===== config.mk =====
export PLATFORM = sky130hd
export DESIGN_NAME = uart_pkt_tx_flat
export DESIGN_NICKNAME = d
export VERILOG_FILES = /design/src/rtl/uart_pkt_tx_if.sv /design/src/rtl/uart_pkt_tx.sv /design/src/flat_wrapper.sv
export SDC_FILE = /design/constraint.sdc
export NUM_CORES = 1
export LEC_CHECK = 0
export ABC_AREA = 1
export ABC_CLOCK_PERIOD_IN_PS = 1490
export CAP_MARGIN = 20
export CORE_AREA = 5 5 62 64
export CTS_CLUSTER_SIZE = 20
export DETAILED_ROUTE_END_ITERATION = 7
export DIE_AREA = 0 0 67 69
export DONT_BUFFER_PORTS = 1
export GPL_TIMING_DRIVEN = 0
export PLACE_DENSITY_LB_ADDON = 0.15
export RECOVER_POWER = 25
export SLEW_MARGIN = 20
export SYNTH_ARGS = -nofsm -noshare
export SYNTH_HDL_FRONTEND = slang
export SYNTH_SLANG_ARGS = --single-unit

===== constraint.sdc =====
create_clock -name clk -period 1.49 [get_ports clk]
set_input_delay 0.298 -clock clk [delete_from_list [all_inputs] [get_ports clk]]
set_output_delay 0.298 -clock clk [all_outputs]
set_load 0.03 [all_outputs]

===== src/rtl/uart_pkt_tx_if.sv =====
// Packet handshake between a producer and the UART packet transmitter.
// The producer holds pkt_data/pkt_valid until it sees pkt_ready.
interface uart_pkt_tx_if #(
  parameter int DATA_BITS = 8,
  parameter int NUM_BYTES = 3
);
  logic [NUM_BYTES*DATA_BITS-1:0] pkt_data;
  logic                           pkt_valid;
  logic                           pkt_ready;

  modport master (output pkt_data, output pkt_valid, input pkt_ready);
  modport slave  (input pkt_data, input pkt_valid, output pkt_ready);
endinterface


===== src/rtl/uart_pkt_tx.sv =====
// Serialises a NUM_BYTES packet as back-to-back UART characters:
// start, LSB-first data, optional parity, STOP_BITS stop bits.
module uart_pkt_tx #(
  parameter int DATA_BITS  = 8,
  parameter int NUM_BYTES  = 3,
  parameter int PARITY_EN  = 0,
  parameter int PARITY_ODD = 0,
  parameter int STOP_BITS  = 1
) (
  input  logic         clk,
  input  logic         rst,
  input  logic         baud_tick,
  uart_pkt_tx_if.slave pkt,
  output logic         tx,
  output logic         busy,
  output logic         done
);

  localparam int CW = (NUM_BYTES > 1) ? $clog2(NUM_BYTES) : 1;
  localparam int BW = $clog2(DATA_BITS);

  typedef enum logic [2:0] {IDLE, ARMED, START, DATA, PARITY, STOP} state_t;

  state_t                             state, state_d;
  logic [NUM_BYTES-1:0][DATA_BITS-1:0] pkt_buf, pkt_buf_d;
  logic [CW-1:0]                      char_cnt, char_cnt_d;
  logic [BW-1:0]                      bit_cnt, bit_cnt_d, bit_nxt;
  logic                               stop_cnt, stop_cnt_d;
  logic                               tx_d, done_d;
  logic [DATA_BITS-1:0]               cur_char;
  logic                               last_bit, last_stop, last_char, parity_bit;

  assign cur_char   = pkt_buf[char_cnt];
  assign bit_nxt    = bit_cnt + 1'b1;
  assign last_bit   = (bit_cnt == BW'(DATA_BITS-1));
  assign last_char  = (char_cnt == CW'(NUM_BYTES-1));
  assign last_stop  = (STOP_BITS == 1) ? 1'b1 : stop_cnt;
  assign parity_bit = (^cur_char) ^ (PARITY_ODD != 0);

  assign busy          = (state != IDLE);
  assign pkt.pkt_ready = (state == IDLE);

  always_ff @(posedge clk) begin
    if (rst) begin
      state    <= IDLE;
      pkt_buf  <= '0;
      char_cnt <= '0;
      bit_cnt  <= '0;
      stop_cnt <= 1'b0;
      tx       <= 1'b1;
      done     <= 1'b0;
    end else begin
      state    <= state_d;
      pkt_buf  <= pkt_buf_d;
      char_cnt <= char_cnt_d;
      bit_cnt  <= bit_cnt_d;
      stop_cnt <= stop_cnt_d;
      tx       <= tx_d;
      done     <= done_d;
    end
  end

  // tx is registered: each branch sets the line level for the bit the
  // next state represents, so state and line change on the same tick.
  always_comb begin
    state_d    = state;
    pkt_buf_d  = pkt_buf;
    char_cnt_d = char_cnt;
    bit_cnt_d  = bit_cnt;
    stop_cnt_d = stop_cnt;
    tx_d       = tx;
    done_d     = 1'b0;
    case (state)
      IDLE: begin
        tx_d = 1'b1;
        if (pkt.pkt_valid) begin
          pkt_buf_d  = pkt.pkt_data;
          char_cnt_d = '0;
          bit_cnt_d  = '0;
          stop_cnt_d = 1'b0;
          state_d    = ARMED;
        end
      end
      // entered after the acceptance edge, so a tick in that cycle never counts
      ARMED: begin
        if (baud_tick) begin
          tx_d    = 1'b0;
          state_d = START;
        end
      end
      START: begin
        if (baud_tick) begin
          tx_d      = cur_char[0];
          bit_cnt_d = '0;
          state_d   = DATA;
        end
      end
      DATA: begin
        if (baud_tick) begin
          if (last_bit) begin
            bit_cnt_d = '0;
            if (PARITY_EN != 0) begin
              tx_d    = parity_bit;
              state_d = PARITY;
            end else begin
              tx_d       = 1'b1;
              stop_cnt_d = 1'b0;
              state_d    = STOP;
            end
          end else begin
            bit_cnt_d = bit_nxt;
            tx_d      = cur_char[bit_nxt];
          end
        end
      end
      PARITY: begin
        if (baud_tick) begin
          tx_d       = 1'b1;
          stop_cnt_d = 1'b0;
          state_d    = STOP;
        end
      end
      STOP: begin
        if (baud_tick) begin
          if (!last_stop) begin
            stop_cnt_d = 1'b1;
          end else if (last_char) begin
            tx_d       = 1'b1;
            char_cnt_d = '0;
            done_d     = 1'b1;
            state_d    = IDLE;
          end else begin
            // next start bit on the same tick: no gap between characters
            char_cnt_d = char_cnt + 1'b1;
            stop_cnt_d = 1'b0;
            tx_d       = 1'b0;
            state_d    = START;
          end
        end
      end
      default: begin
        tx_d    = 1'b1;
        state_d = IDLE;
      end
    endcase
  end

endmodule


===== src/flat_wrapper.sv =====
// flat-port wrapper written by rule: the top's interface ports become plain ports
module uart_pkt_tx_flat 
#(
  parameter int DATA_BITS  = 8,
  parameter int NUM_BYTES  = 3,
  parameter int PARITY_EN  = 0,
  parameter int PARITY_ODD = 0,
  parameter int STOP_BITS  = 1
)
  (clk, rst, baud_tick, tx, busy, done, pkt_pkt_data, pkt_pkt_valid, pkt_pkt_ready);
  uart_pkt_tx_if #(.DATA_BITS(DATA_BITS), .NUM_BYTES(NUM_BYTES)) pkt_i ();
  input  logic clk;
  input  logic rst;
  input  logic baud_tick;
  output logic tx;
  output logic busy;
  output logic done;
  input wire logic [$bits(pkt_i.pkt_data)-1:0] pkt_pkt_data;
  input wire logic [$bits(pkt_i.pkt_valid)-1:0] pkt_pkt_valid;
  output wire logic [$bits(pkt_i.pkt_ready)-1:0] pkt_pkt_ready;
  assign pkt_i.pkt_data = pkt_pkt_data;
  assign pkt_i.pkt_valid = pkt_pkt_valid;
  assign pkt_pkt_ready = pkt_i.pkt_ready;
  uart_pkt_tx #(.DATA_BITS(DATA_BITS), .NUM_BYTES(NUM_BYTES), .PARITY_EN(PARITY_EN), .PARITY_ODD(PARITY_ODD), .STOP_BITS(STOP_BITS)) u_core (.clk(clk), .rst(rst), .baud_tick(baud_tick), .pkt(pkt_i), .tx(tx), .busy(busy), .done(done));
endmodule

==> summary.txt, run 1 <==
Vias per cell = 5.18
H-tree lvl count = 2
Pre-CTS setup slack = -0.0460 ns
Post-synth EDFFs = 0
Number of iterations in the first detailed-routing pass = 4
Async set or reset register ratio after synthesis = 0
Max-cap viol count = 0
Synth cell types = 27
Iteration-0 DRC Markers = 85
Syn. warnings = 0
CP required = 1.19 ns
Port Buffer Count = 0
LEAKAGE = 0.852 nW
Worst slew pin tran = 0.460 ns
Max Clk Rate = 666 MHz
Die Ht = 69 um
Vias in the first global route = 1530
Final period utilization = 1.01
GRT Util Overall = 0.195
Pwr per Cell Area = 2200 nW/um^2
Commonest non-fill, non-tap cells in the layout = nand2_1, nand3_1, a21oi_1
Mapped Avg Cell Area = 6.92 um^2
Final setup vio count = 1
Hold Crit Class = in2reg
RSZ-0062 raised after global routing = true
Synth Flop Type = dfxtp_1
Syn nets = 277
Hold Buf Count CTS = 0
Synth Register Bits = 34
Setup Skew = 0.0101 ns
Vias = 1637
Worst Path Max Fanout = 5
Die extent in x = 67 um
Most common cell after layout, fill and taps aside = nand2_1
Failing checks = setup timing
Final setup margin = -0.0119 ns
Root Driver = clkbuf_4
Worst-skew pair later-pin latency = 0.34 ns
Final Net Count = 299
Layout cells sized above 1 = 0.241
CTS Buffer Depth = 2
Largest net degree at the start of global routing = 12
Power consumption = 0.00461 W
Headroom to the max-slew limit = 0.694
Sequential element share of the synthesized area = 0.398
# diodes = 0
P&R area growth vs syn = 22.8%
Num rows = 21
Die Area = 4620 um^2
DRT Wirelength = 4390 um
Total clock sinks = 34
Core area = 3230 um^2
DP HPWL = 2880 um
CTS clk-pin slew, worst paths = 0.10 ns
GPL Wtd Cong = 0.866
Fin. Hold Viols = 0
Wirelength per Cell = 13.9 um
Critical path class = reg2out
First-pass GRT wire length = 7010 um
VDD IR max = 0.000765 V
Grt ovf = 0
Startpoint type of the worst setup path = register
Io pins = 32
Cells after Synth = 247
Slew Limit Fails = 0
Post-route ant nets = 0
Crit end category = output pin
DRC Markers = 0
Crit path arrival time = 1.20 ns
CTS tree = yes
Final min period = 1.50 ns
Run status = finished, violations left
Starting Density = 0.529
Total CTS buffers = 5
Filler cell count = 311
Synthesized cell area = 1710 um^2
Antenna violations before repair = 0
metrics by stage:
step | util | hold WS (ns) | instance area, um^2 | TNS [ns] | std cells
after CTS | 0.597 | 0.0802 | 1930 | -0.0555 | 306
after detailed placement | 0.547 | 0.455 | 1770 | -0.0460 | 293
final | 0.650 | 0.106 | 2100 | -0.0119 | 316
after floorplan | - | 0.428 | 1710 | 0 | 247
after global routing | 0.650 | 0.0949 | 2100 | -0.467 | 316
after global placement | 0.547 | 0.446 | 1770 | -0.0441 | 293
report_power, final:
part | internal [W] | switching (W) | total [W]
combinational | 0.00122 | 0.00149 | 0.00270
sequential | 0.00116 | 0.000210 | 0.00137
clock | 0.000228 | 0.000308 | 0.000536
critical path, stage by stage, from the launching register on:
cell     delay, ns
dfxtp_4       0.37
inv_4         0.07
nand2_4       0.06
nor2_4        0.18
buf_8         0.18
flip-flops by register name, indices dropped and copies added, names as in the netlist:
| signal | flops |
|---|---|
| u_core.pkt_buf | 24 |
| u_core.done | 1 |
| u_core.char_cnt | 2 |
| u_core.bit_cnt | 3 |
| u_core.tx | 1 |
| u_core.state | 3 |
timing repair:
action	in CTS	in global routing
gates resized for setup	11	32
pin swaps	1	14
buffers inserted	5	9
gates cloned	1	1
setup endpoints to repair	18	33
path summary, 6_finish.rpt:
| check | endpoint | cells after the start | slack, ns | from |
|---|---|---|---|---|
| worst min-delay path | u_core.pkt_buf[6] | 2 | 0.11 | pkt_pkt_data[6] |
| worst max register to register | u_core.state[0] | 9 | 0.03 | u_core.state[1] |
| worst max-delay path | pkt_pkt_ready | 4 | -0.01 | u_core.state[0] |
| worst min register to register | u_core.pkt_buf[21] | 2 | 0.47 | u_core.pkt_buf[21] |
cells in the mapped netlist (4+ instances only):
master    number  area, um^2
dfxtp_1       34         681
nor2_1         4        15.0
nand2_1       65         244
o21ai_0        4        20.0
o21ai_1        4        20.0
inv_1         18        67.6
nand3_1       42         210
buf_2          4        20.0
nand2_2        4        25.0
clkbuf_1       5        18.8
inv_2          6        22.5
a21oi_1       33         165
kinds of logic after synthesis:
group,after synthesis,synth area share
flip-flops,34,0.398
AO/OA/AOI/OAI,47,0.144
AND/OR/NAND/NOR,127,0.351
buffers and inverters,37,0.0915
adder cells (fa/ha/maj),2,0.0146
layout make-up:
cell class	instances	area, um^2	share of cell area
tap	46	57.6	0.0274
timing repair buffer	16	146	0.0697
clock buffer	7	55.1	0.0262
buffer	11	86.3	0.0411
inverter	25	111	0.0530
multi-input combinational	176	940	0.448
sequential	34	698	0.333
clock inverter	1	5.00	0.00238
metal layers:
layer / wire (um) / track usage
met1: 1940 / 0.255
met2: 2180 / 0.305
met3: 217 / 0.0568
met4: 55 / 0.0586
met5: 0 / 0
(Power assumes the default switching activity.)
==> run 2: changes to the inputs <==
Settings changed: ABC_CLOCK_PERIOD_IN_PS 1490 to 1800.
Clock period 1.49 ns to 1.8 ns, I/O delays scaled along.
==> run 2 against run 1 <==
The flow now finishes without violations. Setup slack gained 0.087 ns. Sequential share of layout area grew 3.2 points. Total power shrank 29%. Register-to-register slack gained 0.19 ns. Core utilization shrank 6.9 points. First-iteration DRC count shrank 22%. Critical path type unchanged. Design area shrank 11%.
==> summary.txt, run 2 (synthesis gave the netlist of run 1 again) <==
RSZ-0062 raised after global routing = false
First-pass GRT wire length = 6780 um (-3.4%)
CP required = 1.44 ns (+0.25 ns)
Total clock sinks = 34 (unchanged)
Slew Limit Fails = 0 (unchanged)
# diodes = 0 (unchanged)
Register with the most flip-flops = u_core.pkt_buf
Final min period = 1.72 ns
Final period utilization = 0.958
CTS clk-pin slew, worst paths = 0.11 ns (about the same)
Headroom to the max-slew limit = 0.692 (-0.00125)
Vias in the first global route = 1498 (-2.1%)
Worst-path cell chain = inv_2 > nand2_2 > nor2_4 > buf_12 > buf_6
Total CTS buffers = 5 (unchanged)
VDD IR max = 0.000652 V (-15%)
Startpoint type of the worst setup path = register
Hold Crit Class = in2reg
Biggest regs = u_core.pkt_buf (24), u_core.bit_cnt (3), u_core.state (3)
Io pins = 32 (unchanged)
DRT Wirelength = 3910 um (-11%)
Worst Path Max Fanout = 10 (+5)
CTS Buffer Depth = 2 (unchanged)
Num rows = 21 (unchanged)
H-tree lvl count = 2 (unchanged)
Run status = completed
Max FFs per register = 24 (unchanged)
Crit path arrival time = 1.36 ns (+0.16 ns)
Max-cap viol count = 0 (unchanged)
Slowest stage delay, CP = 0.36 ns (about the same)
Placed cells = 293 (unchanged)
Iteration-0 DRC Markers = 66 (-22%)
Starting Density = 0.529 (unchanged)
Layout cells sized above 1 = 0.143 (-0.0979)
Setup Skew = 0.0156 ns (+0.00544 ns)
Non-filler cells, final = 305 (-3.5%)
Vias per cell = 5.15 (-0.57%)
Highest-delay cell along the critical path = dfxtp_1
Final setup margin = 0.0756 ns (+0.0874 ns)
Crit end category = output pin
Core area = 3230 um^2 (unchanged)
Fin. Hold Viols = 0 (unchanged)
Buf/Inv on CP = 3 (+1)
Max Clk Rate = 580 MHz
Die extent in x = 67 um (unchanged)
Critical path class = reg2out
Root Driver = clkbuf_4
Largest net degree at the start of global routing = 11 (-1)
Filler cell count = 339 (+9.0%)
Port Buffer Count = 0 (unchanged)
GPL Wtd Cong = 0.866 (unchanged)
DP HPWL = 2880 um (unchanged)
Pwr per Cell Area = 1730 nW/um^2 (-21%)
Die Ht = 69 um (unchanged)
Final Net Count = 288 (-3.7%)
Antenna violations before repair = 0 (unchanged)
LEAKAGE = 0.757 nW (-11%)
Wirelength per Cell = 12.8 um (-7.9%)
GRT Util Overall = 0.188 (-0.00629)
CTS tree = yes
P&R area growth vs syn = 9.81%
Commonest non-fill, non-tap cells in the layout = nand2_1, nand3_1, a21oi_1, dfxtp_1, inv_1
Worst-skew pair later-pin latency = 0.34 ns (about the same)
Number of iterations in the first detailed-routing pass = 4 (unchanged)
Worst path top cell family by delay = buffers and inverters
Worst slew pin tran = 0.461 ns (+0.00187 ns)
Final setup vio count = 0 (-1)
Die Area = 4620 um^2 (unchanged)
Grt ovf = 0 (unchanged)
Pre-CTS setup slack = 0.264 ns (+0.310 ns)
Setup TNS Final = 0 ns (+0.0119 ns)
Most common cell after layout, fill and taps aside = nand2_1
DRC Markers = 0 (unchanged)
Vias = 1571 (-4.0%)
Post-route ant nets = 0 (unchanged)
Hold Buf Count CTS = 0 (unchanged)
==> run 2: cell count changes in the layout (fill, tap and decap cells not counted), moves of 3 or more <==
cell / before / now
buf_4: 13 / 5
buf_6: 4 / 1
dfxtp_1: 28 / 33
dfxtp_4: 4 / 1
inv_4: 3 / 0
nand2_1: 60 / 65
nand2_4: 3 / 0
==> run 2: worst paths after layout <==
kind | from | to | slack, ns | cells past startpoint
setup / recovery | u_core.state[0] | pkt_pkt_ready | 0.08 | 5
hold / removal | baud_tick | u_core.done | 0.16 | 2
setup reg to reg | u_core.bit_cnt[0] | u_core.tx | 0.22 | 12
hold reg to reg | u_core.pkt_buf[18] | u_core.pkt_buf[18] | 0.47 | 2
==> run 2: cell type report <==
class / instances / area, um^2 / area share
inverter: 25 / 103 / 0.0547
multi-input combinational: 176 / 866 / 0.461
tap: 46 / 57.6 / 0.0307
sequential: 34 / 684 / 0.365
clock buffer: 7 / 55.1 / 0.0293
timing repair buffer: 4 / 42.5 / 0.0227
clock inverter: 1 / 5.00 / 0.00267
buffer: 12 / 63.8 / 0.0340
==> run 2: where the power goes <==
| group | internal [W] | switching [W] |
|---|---|---|
| clock | 0.000189 | 0.000256 |
| combinational | 0.000644 | 0.00107 |
| sequential | 0.000940 | 0.000156 |
| total | 0.00177 | 0.00148 |
==> run 2: per-stage QoR <==
step | hold slack, ns | area, um^2 | util | power, W
finish | 0.164 | 1880 | 0.581 | 0.00325
global route | 0.156 | 1880 | 0.581 | 0.00356
CTS | 0.142 | 1830 | 0.566 | 0.00306
detailed placement | 0.455 | 1770 | 0.547 | 0.00259
global placement | 0.446 | 1770 | 0.547 | 0.00257
floorplan | 0.428 | 1710 | - | 0.00229
==> run 2: repair_timing <==
action	in CTS	in global routing
setup endpoints to repair	1	2
setup buffers	0	4
pin swaps	0	1
gates resized for setup	1	5
==> run 2: per-layer routing <==
| metal | vias up | track usage | wire [um] |
|---|---|---|---|
| met4 | 0 | 0.0676 | 65 |
| met3 | 6 | 0.0536 | 143 |
| met1 | 697 | 0.240 | 1870 |
| met2 | 25 | 0.298 | 1830 |
| li1 | 843 | - | - |
| met5 | - | 0 | 0 |
